<file path="src/rtl/rx_con.sv">
// Receive-side buffer controller: captures UART receiver bytes into a byte RAM
// at sequential addresses from 0 and reports full, done and overrun.
module rx_con #(
  parameter int ADDR_W = 15,
  parameter int DEPTH  = 32768
) (
  input  logic              clk,
  input  logic              rst_n,
  input  logic              en_rx,
  input  logic              rx_dv,
  input  logic [7:0]        rx_byte,
  output logic [ADDR_W-1:0] w_address,
  output logic [7:0]        w_data,
  output logic              w_en,
  output logic [ADDR_W:0]   byte_count,
  output logic              rx_full,
  output logic              rx_done,
  output logic              overrun,
  output logic              outledRX
);

  // rx_dv is a one-cycle pulse with rx_byte valid in the same cycle; there is
  // no backpressure, so a pulse that cannot be accepted is dropped and flagged.

  typedef enum logic [1:0] {
    IDLE  = 2'd0,
    WAIT  = 2'd1,
    WRITE = 2'd2,
    FULL  = 2'd3
  } state_t;

  localparam logic [ADDR_W:0]   DEPTH_C  = (ADDR_W+1)'(DEPTH);
  localparam logic [ADDR_W:0]   CNT_ONE  = (ADDR_W+1)'(1);
  localparam logic [ADDR_W-1:0] ADDR_ONE = ADDR_W'(1);

  state_t state;

  always_ff @(posedge clk) begin
    if (!rst_n || !en_rx) begin
      state      <= IDLE;
      w_address  <= '0;
      w_data     <= '0;
      w_en       <= 1'b0;
      byte_count <= '0;
      rx_full    <= 1'b0;
      rx_done    <= 1'b0;
      overrun    <= 1'b0;
      outledRX   <= 1'b1;
    end else begin
      rx_done <= 1'b0;
      case (state)
        IDLE: begin
          state    <= WAIT;
          outledRX <= 1'b0;
        end
        WAIT: begin
          if (rx_dv) begin
            w_data <= rx_byte;
            w_en   <= 1'b1;
            state  <= WRITE;
          end
        end
        WRITE: begin
          w_en       <= 1'b0;
          byte_count <= byte_count + CNT_ONE;
          if (rx_dv) overrun <= 1'b1;
          // Address holds on the last slot once full so it never wraps.
          if (byte_count + CNT_ONE == DEPTH_C) begin
            state    <= FULL;
            rx_full  <= 1'b1;
            rx_done  <= 1'b1;
            outledRX <= 1'b1;
          end else begin
            w_address <= w_address + ADDR_ONE;
            state     <= WAIT;
          end
        end
        FULL: begin
          if (rx_dv) overrun <= 1'b1;
        end
        default: state <= IDLE;
      endcase
    end
  end

endmodule
</file>
<file path="config.mk">
export PLATFORM = sky130hd
export DESIGN_NAME = rx_con
export DESIGN_NICKNAME = d
export VERILOG_FILES = /design/src/rtl/rx_con.sv
export SDC_FILE = /design/constraint.sdc
export NUM_CORES = 1
export LEC_CHECK = 0
export ABC_AREA = 0
export CAP_MARGIN = 20
export CORE_UTILIZATION = 59
export CTS_BUF_LIST = sky130_fd_sc_hd__clkbuf_8
export CTS_CLUSTER_DIAMETER = 80
export DETAILED_ROUTE_END_ITERATION = 8
export DONT_BUFFER_PORTS = 1
export GPL_ROUTABILITY_DRIVEN = 0
export PLACE_DENSITY = 0.88
export RECOVER_POWER = 100
export SLEW_MARGIN = 20
export SYNTH_ARGS = -nofsm -noshare
export SYNTH_HDL_FRONTEND = slang
export SYNTH_SLANG_ARGS = --single-unit
</file>
<file path="constraint.sdc">
create_clock -name clk -period 2.4 [get_ports clk]
set_input_delay 0.48 -clock clk [delete_from_list [all_inputs] [get_ports clk]]
set_output_delay 0.48 -clock clk [all_outputs]
set_load 0.05 [all_outputs]
</file>
==> out/qor.yml, run 1 <==
outcome:
  status: "finished clean"
place:
  pre_cts_ws_ps: 64.2
  portBuffers: 0
  dp_hpwl_um: 3740
  place_area_um2: 2640
cts:
  htree_levels: 2
  cts_hold_buf: 0
  cts_inserted_buffers: 5
  cts_tree: "done"
  clk_pin_slew_worst_paths_ps: 90
  clk_path_buf_depth: 2
  cts_root_buf: "clkbuf_8"
  clock_latency_ps: 300
  cts.sinks: 46
sta:
  fmax_mhz: 432
  layout_min_cycle_time_ps: 2320
  final.setup_skew_ps: 8.63
  tightest_slew_ps: 784
  timing.final.max_slew_violations: 0
  tns_ps: 0
  whs_ps: 314
  relSlewSlack: 0.477
  setup_violations: 0
  fin_ws_ps: 84.8
  hold_viol_final: 0
  fin_crit_sh: 0.965
pwr:
  power_density_nw_per_um2: 514
  max-vdd-ir-drop_mv: 0.403
  leakage_nw: 0.936
global_route:
  first_global_vias: 1936
  gr-total-overflow: 0
  grt_pass1_wl_um: 8630
  antenna_found_initial: 0
  grtUsageTotal: 0.256
  grt_max_degree: 32
logic_synthesis:
  synth_xor_area_frac: 0.0545
  synth_top_family_by_area: "simple AND/OR/NAND/NOR gates"
  synth_area_um2: 2410
  yosysWarnings: 0
  synthArstFlopShare: 0
  synth_fa_ha_area_frac: 0.0415
  synth.top_cell.area_share: 0.382
  synth_mux_area_frac: 0.0228
  seq_area_frac_synth: 0.382
  yosys-top-cells-area: "dfxtp_1 (38%), a21oi_1 (4.8%), nor2_1 (4.7%)"
  synthDistinctLibCells: 50
  syn_nets: 308
  synth_top_area_cell: "dfxtp_1"
  yosys.area_share.simple: 0.285
  synthCells: 288
  ys_ff_latch: 46
  synth_top_flop_cell: "dfxtp_1"
  synth_compound_area_frac: 0.169
  syn_area_per_cell_um2: 8.38
  synth-edff-count: 0
setup_path:
  cp_max_fo: 16
  cp_cell_sequence: "nand4_2 > nor3_1 > a211oi_1 > o22ai_2 > o21ai_4 > buf_12 > or4_1 > nand2_1"
  startpoint_type: "flop"
  startpoint: "byte_count[7]$_SDFFE_PP0P_"
  cp_slowest_cell: "dfxtp_1"
  rr_worst_depth: 8
  timing.rr.start: "byte_count[7]$_SDFFE_PP0P_"
  cp-end-kind: "flop"
  cp.arrival_ps: 2560
  critPathKind: "reg -> reg"
  required_ps: 2640
  slowest_delay_ps: 470
die:
  dieArea_um2: 4350
  dieWidth_um: 65.9
  placement_rows: 22
  core-area_um2: 3800
  initial_core_util: 0.635
  io-pin-count: 56
  die_y_um: 65.9
final_layout:
  final_cell_area_um2: 2740
  drive_gt1_frac: 0.168
  layout_commonest_cell: "dfxtp_1"
  fin_nets: 328
  area_growth_pct: 13.7
  antenna_cells: 0
  layout_common_cells: "dfxtp_1 (33), nor2_1 (30), nand2_1 (29), a21oi_1 (23)"
  post-route-util: 0.722
hold_path:
  hold_class: "in -> reg"
  min_path_cells: 2
  hp-start: "rx_byte[4]"
detailed_routing:
  drtIter0Drc: 198
  wire_per_inst_um: 15.6
  via_per_inst: 6.06
  ant_nets: 0
  drc: 0
  totalWireLength_um: 5560
  num_vias: 2165
  drt-pass1-iter-count: 4
job:
  drv_cap: 0
## Yosys cell counts (4+ instances only)
cell type	n
o21ai_0	8
inv_1	7
o21ai_1	5
nand2b_1	5
nor2_1	30
nand4_1	8
xnor2_1	5
nand3_1	18
mux2i_1	4
ha_1	8
dfxtp_1	46
or3_1	10
nor3_1	8
a21oi_1	23
nand2_1	29
xor2_1	10
clkbuf_1	9
## registers in the layout, indices dropped and copies added (netlist names)
signal,flops
byte_count,16
outledRX,1
overrun,1
rx_done,1
rx_full,1
state,2
w_address,15
w_data,8
w_en,1
## area by class of cell
class,count,area (um^2)
Fill cell,287,1050
Clock buffer,5,68.8
Timing Repair Buffer,29,209
Multi-Input combinational cell,219,1400
Tap cell,48,60.1
Sequential cell,46,942
Inverter,7,26.3
Clock inverter,3,41.3
## per-stage QoR
stage	cells	power [mW]
3_3_place_gp	348	0.846
4_1_cts	356	1.41
2_1_floorplan	288	0.837
5_1_grt	357	1.45
6_report	357	1.41
3_5_place_dp	348	0.847
## logic make-up (layout without fill, tap and decap cells)
logic type | count (synthesis) | count (layout)
and+or+nand+nor | 130 | 130
AOI/OAI and AO/OA | 61 | 61
DFF | 46 | 46
buffers and inverters | 23 | 44
xor gates and xnor gates | 15 | 15
adders and majority gates | 8 | 8
muxes | 5 | 5
## final timing paths
check | endpoint | slack (ps)
setup / recovery | w_address[3]$_SDFFE_PP0P_ | 80
hold / removal | w_data[4]$_SDFFE_PP0P_ | 310
setup reg to reg | w_address[3]$_SDFFE_PP0P_ | 80
hold reg to reg | byte_count[12]$_SDFFE_PP0P_ | 550
## metal layers
metal  GRT usage  part of all wire  up-vias  wire length, um
met5           0                 0        -                0
met4       0.114             0.017        0               97
met3      0.0759             0.063       11              349
met2       0.434              0.50       87             2780
met1       0.296              0.42      993             2330
li1            -                 -     1074                -
## repair_timing
item,4_1_cts,5_1_grt
buffers inserted,0,1
resized for setup,0,1
endpoints found under the setup margin,0,13
## where the power goes
| group | internal (mW) | switching (mW) | total [mW] |
|---|---|---|---|
| registers | 0.765 | 0.0165 | 0.781 |
| clock network | 0.307 | 0.271 | 0.578 |
| logic | 0.0160 | 0.0336 | 0.0496 |
## critical path: cells and delay by family (launching register included)
kind | cells | cell delay [ps]
AOI/OAI and AO/OA | 3 | 640
and+or+nand+nor | 4 | 960
DFF | 1 | 470
buffers and inverters | 1 | 180
(Power assumes the default switching activity.)
==> inputs of run 2 (changes only) <==
--- a/config.mk
+++ b/config.mk
@@ -9,3 +9,3 @@
 export CAP_MARGIN = 20
-export CORE_UTILIZATION = 59
+export CORE_UTILIZATION = 57
 export CTS_BUF_LIST = sky130_fd_sc_hd__clkbuf_8
@@ -15,3 +15,3 @@
 export GPL_ROUTABILITY_DRIVEN = 0
-export PLACE_DENSITY = 0.88
+export PLACE_DENSITY = 0.85
 export RECOVER_POWER = 100
--- a/constraint.sdc
+++ b/constraint.sdc
@@ -3,2 +3,2 @@
 set_output_delay 0.48 -clock clk [all_outputs]
-set_load 0.05 [all_outputs]
+set_load 0.02 [all_outputs]
==> run 2 against run 1 <==
Against the previous run: worst hold slack better by 7.7 ps; critical endpoint is now w_address[1]$_SDFFE_PP0P_; core utilization is 5.4 points lower; sequential share of layout area hardly changed; critical path type unchanged; final cell count is 0.84% lower; clock-buffer cell count stayed put.
==> out/qor.yml, run 2 (synthesized netlist as in run 1, its figures left out) <==
sta:
  layout_min_cycle_time_ps: 2310  # was 2320 ps
  tns_ps: 0  # unchanged
  setup_violations: 0  # unchanged
  fin_crit_sh: 0.961  # was 0.965
  hold_viol_final: 0  # unchanged
  timing.final.max_slew_violations: 0  # unchanged
  final.setup_skew_ps: 7.24  # was 8.63 ps
  fmax_mhz: 434  # was 432 MHz
  tightest_slew_ps: 629  # was 784 ps
  whs_ps: 322  # was 314 ps
  relSlewSlack: 0.581  # was 0.477
setup_path:
  startpoint_type: "flop"  # unchanged
  regToRegSetupSlack_ps: 90  # was 80 ps
  timing.rr.start: "byte_count[0]$_SDFFE_PP0P_"  # was byte_count[7]$_SDFFE_PP0P_
  rr_worst_depth: 9  # was 8
  cp-end-kind: "flop"  # unchanged
  cp.arrival_ps: 2490  # was 2560 ps
  required_ps: 2590  # was 2640 ps
  r2r_end: "w_address[1]$_SDFFE_PP0P_"  # was w_address[3]$_SDFFE_PP0P_
  critPathKind: "reg -> reg"  # unchanged
  cp_max_fo: 16  # unchanged
detailed_routing:
  drt-pass1-iter-count: 4  # unchanged
  ant_nets: 0  # unchanged
  totalWireLength_um: 5250  # was 5560 um
  drtIter0Drc: 166  # was 198
  num_vias: 2149  # was 2,165
  drc: 0  # unchanged
  wire_per_inst_um: 14.8  # was 15.6 um
  via_per_inst: 6.07  # was 6.06
final_layout:
  reg_top3: "byte_count x16, w_address x15, w_data x8"  # unchanged
  layout_commonest_cell: "dfxtp_1"  # unchanged
  post-route-util: 0.669  # was 0.722
  fin_nets: 323  # was 328
  drive_gt1_frac: 0.132  # was 0.168
  area_growth_pct: 11.7  # was 13.7%
  regMostFlops: "byte_count"  # unchanged
  layout_common_cells: "dfxtp_1 (44), nor2_1 (29), nand2_1 (28), a21oi_1 (23), nand3_1 (18)"  # was dfxtp_1 (33), nor2_1 (30), nand2_1 (29), a21oi_1 (23)
  antenna_cells: 0  # unchanged
  largest_reg_flops: 16  # unchanged
pwr:
  finalPower_mw: 1.28  # was 1.41 mW
  power_density_nw_per_um2: 475  # was 514 nW/um^2
  max-vdd-ir-drop_mv: 0.406  # was 0.403 mV
  leakage_nw: 0.885  # was 0.936 nW
cts:
  cts.sinks: 46  # unchanged
  cts_root_buf: "clkbuf_8"  # unchanged
  cts_hold_buf: 0  # unchanged
  cts_inserted_buffers: 5  # unchanged
  cts_tree: "done"  # unchanged
  clk_path_buf_depth: 2  # unchanged
  clk_pin_slew_worst_paths_ps: 90  # about the same
  clock_latency_ps: 290  # was 300 ps
  htree_levels: 2  # unchanged
global_route:
  antenna_found_initial: 0  # unchanged
  first_global_vias: 1839  # was 1,936
  gr-total-overflow: 0  # unchanged
  grt_pass1_wl_um: 8050  # was 8630 um
  grt_max_degree: 22  # was 32
  grtUsageTotal: 0.237  # was 0.256
die:
  initial_core_util: 0.599  # was 0.635
  io-pin-count: 56  # unchanged
  dieArea_um2: 4500  # was 4350 um^2
  die_y_um: 67.1  # was 65.9 um
  placement_rows: 23  # was 22
  core-area_um2: 4030  # was 3800 um^2
  dieWidth_um: 67.1  # was 65.9 um
hold_path:
  hp-start: "rx_byte[0]"  # was rx_byte[4]
  hold_class: "in -> reg"  # unchanged
  min_path_cells: 2  # unchanged
  worst_hold_path.endpoint: "w_data[0]$_SDFFE_PP0P_"  # was w_data[4]$_SDFFE_PP0P_
job:
  drv_cap: 0  # unchanged
outcome:
  status: "finished clean"  # unchanged
place:
  portBuffers: 0  # unchanged
  dp_hpwl_um: 3750  # was 3740 um
-- run 2: cell count changes in the layout (fill, tap and decap cells not counted), moves of 2 or more --
cell,change
dfxtp_1,+11
nor3_1,-3
clkbuf_1,+2
buf_4,-6
nor3_2,+3
dfxtp_2,-10
-- run 2: worst max path at each step --
stage / end / depth (start not counted) / start
after floorplan: w_address[1]$_SDFFE_PP0P_ / 9 / byte_count[0]$_SDFFE_PP0P_
after global placement: w_address[1]$_SDFFE_PP0P_ / 8 / byte_count[0]$_SDFFE_PP0P_
after detailed placement: w_address[1]$_SDFFE_PP0P_ / 8 / byte_count[0]$_SDFFE_PP0P_
after CTS: w_address[3]$_SDFFE_PP0P_ / 9 / byte_count[0]$_SDFFE_PP0P_
after global routing: w_address[3]$_SDFFE_PP0P_ / 9 / byte_count[8]$_SDFFE_PP0P_
final: w_address[1]$_SDFFE_PP0P_ / 9 / byte_count[0]$_SDFFE_PP0P_
-- run 2: final cells by class --
type	instances	area (um^2)
Inverter	7	26.3
Sequential cell	46	926
Tap cell	50	62.6
Fill cell	346	1340
Clock buffer	5	68.8
Multi-Input combinational cell	219	1440
Timing Repair Buffer	24	151
Clock inverter	3	17.5
-- run 2: stage by stage --
step / cells / setup WS [ps] / cell area [um^2]
floorplan: 288 / 49.5 / 2420
global placement: 345 / 110 / 2570
detailed placement: 345 / -29.1 / 2570
CTS: 354 / 76.7 / 2680
global route: 354 / -17.3 / 2690
finish: 354 / 94.6 / 2690
-- run 2: report_power, final --
group	internal, mW	total, mW	switching, mW
Clock	0.201	0.458	0.256
Combinational	0.0148	0.0470	0.0321
Sequential	0.766	0.775	0.00867
-- run 2: layer usage --
| layer | global-route usage | wire length [um] | vias to the layer above |
|---|---|---|---|
| met5 | 0 | 0 | - |
| met4 | 0.0957 | 115 | 0 |
| met3 | 0.0702 | 367 | 13 |
| met2 | 0.394 | 2600 | 78 |
| met1 | 0.282 | 2170 | 999 |
| li1 | - | - | 1059 |
-- run 2: critical path, stage by stage, from the launching register on --
cell	delay (ps)
dfxtp_2	340
buf_4	180
nand2_2	130
or3_1	440
nor4b_2	300
o22ai_2	210
o21ai_4	200
buf_12	160
mux2i_1	180
nor2_1	50
-- run 2: timing repair --
item,in CTS,in global routing
pin swaps,1,3
buffers inserted,1,0
cloned,0,0
resized for setup,0,10
setup endpoints to repair,2,14
==> inputs of run 3 (changes only) <==
Settings changed: CORE_ASPECT_RATIO set to 0.7, CORE_MARGIN set to 5.
==> run 3 against run 2 <==
Against the previous run: the flow now finishes with violations (setup timing); critical path type unchanged; critical endpoint is now w_address[0]$_SDFFE_PP0P_; sequential share of layout area decreased by 0.98 points; core utilization increased by 3.0 points; global-route usage decreased by 2.4 points; maximum frequency decreased by 4.6%; register-to-register slack got worse by 110 ps; final cell count increased by 2.0%; largest power group unchanged.
==> out/qor.yml, run 3 (synthesized netlist as in run 1, its figures left out) <==
final_layout:
  layout_commonest_cell: "dfxtp_1"  # unchanged
  antenna_cells: 0  # unchanged
  nFillCells: 300  # was 346
  largest_reg_flops: 16  # unchanged
  area_growth_pct: 15.7  # was 11.7%
  instances_no_fill: 361  # was 354
  final_cell_area_um2: 2790  # was 2690 um^2
  reg_top3: "byte_count x16, w_address x15, w_data x8"  # unchanged
  drive_gt1_frac: 0.159  # was 0.132
  regMostFlops: "byte_count"  # unchanged
  fin_nets: 328  # was 323
  layout_common_cells: "dfxtp_1 (41), nand2_1 (29), nor2_1 (29), a21oi_1 (23), buf_4 (21)"  # was dfxtp_1 (44), nor2_1 (29), nand2_1 (28), a21oi_1 (23), nand3_1 (18)
setup_path:
  regToRegSetupSlack_ps: -20  # was 90 ps
  cpMostUsedCell: "o21ai_4"
  cp.arrival_ps: 2600  # was 2490 ps
  cp_cell_sequence: "clkbuf_1 > nor4b_1 > o31ai_2 > o21ai_4 > o211ai_4 > o21ai_4 > buf_4 > xor2_1 > nor2_1"  # was buf_4 > nand2_2 > or3_1 > nor4b_2 > o22ai_2 > o21ai_4 > buf_12 > mux2i_1 > nor2_1
  required_ps: 2590  # about the same
  rr_worst_depth: 9  # unchanged
  critPathKind: "reg -> reg"  # unchanged
  cp_max_fo: 5  # was 16
  cp_slowest_cell: "nor4b_1"  # was or3_1
  cp-end-kind: "flop"  # unchanged
  slowest_delay_ps: 490  # was 440 ps
  crit_family: "compound AO/OA/AOI/OAI gates"  # was simple AND/OR/NAND/NOR gates
  timing.rr.start: "byte_count[15]$_SDFFE_PP0P_"  # was byte_count[0]$_SDFFE_PP0P_
  startpoint_type: "flop"  # unchanged
  path_buf_inv: 2  # unchanged
  r2r_end: "w_address[0]$_SDFFE_PP0P_"  # was w_address[1]$_SDFFE_PP0P_
sta:
  fin_crit_sh: 1.01  # was 0.961
  setup_violations: 1  # was 0
  hold_viol_final: 0  # unchanged
  whs_ps: 319  # was 322 ps
  relSlewSlack: 0.581  # about the same
  final.setup_skew_ps: 11.9  # was 7.24 ps
  timing.final.max_slew_violations: 0  # unchanged
  tightest_slew_ps: 628  # was 629 ps
  layout_min_cycle_time_ps: 2420  # was 2310 ps
  tns_ps: -15.6  # was 0 ps
  fin_ws_ps: -15.6  # was 94.6 ps
  fmax_mhz: 414  # was 434 MHz
die:
  dieWidth_um: 87.8  # was 67.1 um
  placement_rows: 19  # was 23
  core-area_um2: 3990  # was 4030 um^2
  dieArea_um2: 5650  # was 4500 um^2
  die_y_um: 64.4  # was 67.1 um
  initial_core_util: 0.604  # was 0.599
  io-pin-count: 56  # unchanged
place:
  dp.cells: 350  # was 345
  pre_cts_ws_ps: -14.8  # was -29.1 ps
  place_area_um2: 2590  # was 2570 um^2
  dp_hpwl_um: 4020  # was 3750 um
  portBuffers: 0  # unchanged
pwr:
  leakage_nw: 0.943  # was 0.885 nW
  power_density_nw_per_um2: 498  # was 475 nW/um^2
  max-vdd-ir-drop_mv: 0.332  # was 0.406 mV
global_route:
  grt_pass1_wl_um: 9740  # was 8050 um
  gr-total-overflow: 0  # unchanged
  antenna_found_initial: 0  # unchanged
  grtUsageTotal: 0.214  # was 0.237
  first_global_vias: 2068  # was 1,839
  grt_max_degree: 41  # was 22
cts:
  cts.sinks: 46  # unchanged
  cts_inserted_buffers: 5  # unchanged
  clock_latency_ps: 310  # was 290 ps
  clk_pin_slew_worst_paths_ps: 90  # about the same
  cts_hold_buf: 0  # unchanged
  cts_root_buf: "clkbuf_8"  # unchanged
  cts_tree: "done"  # unchanged
  htree_levels: 2  # unchanged
  clk_path_buf_depth: 2  # unchanged
hold_path:
  hold_class: "in -> reg"  # unchanged
  worst_hold_path.endpoint: "w_data[0]$_SDFFE_PP0P_"  # unchanged
  min_path_cells: 2  # unchanged
  hp-start: "rx_byte[0]"  # unchanged
detailed_routing:
  ant_nets: 0  # unchanged
  via_per_inst: 6.10  # was 6.07
  wl_met1_um: 2630  # was 2170 um
  drtIter0Drc: 156  # was 166
  wire_per_inst_um: 17.0  # was 14.8 um
  num_vias: 2201  # was 2,149
  drt-pass1-iter-count: 5  # was 4
  dr_wl_met2_um: 2860  # was 2600 um
  totalWireLength_um: 6150  # was 5250 um
  maxUsedRoutingLayer: "met4"  # unchanged
  drc: 0  # unchanged
  wl_met3_um: 509  # was 367 um
job:
  drv_cap: 0  # unchanged
outcome:
  violations: "setup timing"
  status: "finished with violations"  # was finished clean
## run 3: cell types whose count changed in the layout (fill, tap and decap cells not counted), moves of 2 or more
| cell | before | now |
|---|---|---|
| nor3_2 | 3 | 0 |
| clkbuf_1 | 11 | 7 |
| dfxtp_1 | 44 | 41 |
| buf_4 | 12 | 21 |
| nor3_1 | 5 | 8 |
| dfxtp_2 | 1 | 3 |
## run 3: worst register-to-register path, delay by kind of cell, from the launching register on
family	cells	cell delay, ps
xor gates and xnor gates	1	170
buffers and inverters	2	510
DFF	1	410
and+or+nand+nor	2	550
AOI/OAI and AO/OA	4	670
## run 3: metal layers
metal	vias up	global-route usage
li1	1072	-
met1	1043	0.281
met2	73	0.327
met3	13	0.0797
met4	0	0.0651
met5	-	0
## run 3: where the power goes
group,switching [mW],leakage [nW],total [mW],internal [mW]
combinational,0.0331,0.508,0.0471,0.0140
clock,0.266,0.0607,0.570,0.303
sequential,0.00905,0.374,0.774,0.765
total,0.308,0.943,1.39,1.08
## run 3: stage by stage
step / util / power, mW
final: 0.699 / 1.39
after global routing: 0.699 / 1.43
after CTS: 0.682 / 1.40
after detailed placement: 0.650 / 0.841
after global placement: 0.650 / 0.838
after floorplan: - / 0.832
## run 3: worst max-delay path by stage
| stage | end | slack [ps] | cells after the start | start |
|---|---|---|---|---|
| floorplan | w_address[1]$_SDFFE_PP0P_ | 50 | 9 | byte_count[0]$_SDFFE_PP0P_ |
| global placement | w_address[1]$_SDFFE_PP0P_ | 60 | 8 | byte_count[0]$_SDFFE_PP0P_ |
| detailed placement | w_address[1]$_SDFFE_PP0P_ | -10 | 8 | byte_count[1]$_SDFFE_PP0P_ |
| CTS | w_address[12]$_SDFFE_PP0P_ | 20 | 8 | byte_count[1]$_SDFFE_PP0P_ |
| global route | w_address[1]$_SDFFE_PP0P_ | -130 | 9 | byte_count[15]$_SDFFE_PP0P_ |
| finish | w_address[0]$_SDFFE_PP0P_ | -20 | 9 | byte_count[15]$_SDFFE_PP0P_ |
## run 3: timing repair
| action | CTS | global route |
|---|---|---|
| gates resized for setup | 0 | 17 |
| setup endpoints to repair | 9 | 18 |
| cloned | 0 | 0 |
| pin swaps | 1 | 5 |
| setup buffers | 3 | 0 |
## run 3: area by class of cell
cell class,instances,area [um^2],area share
multi-input cells,219,1470,0.525
inverters,7,26.3,0.00941
well taps,52,65.1,0.0233
flip-flops and latches,46,932,0.334
clock buffers,5,68.8,0.0247
repair buffers,29,195,0.0699
clock inverters,3,37.5,0.0134
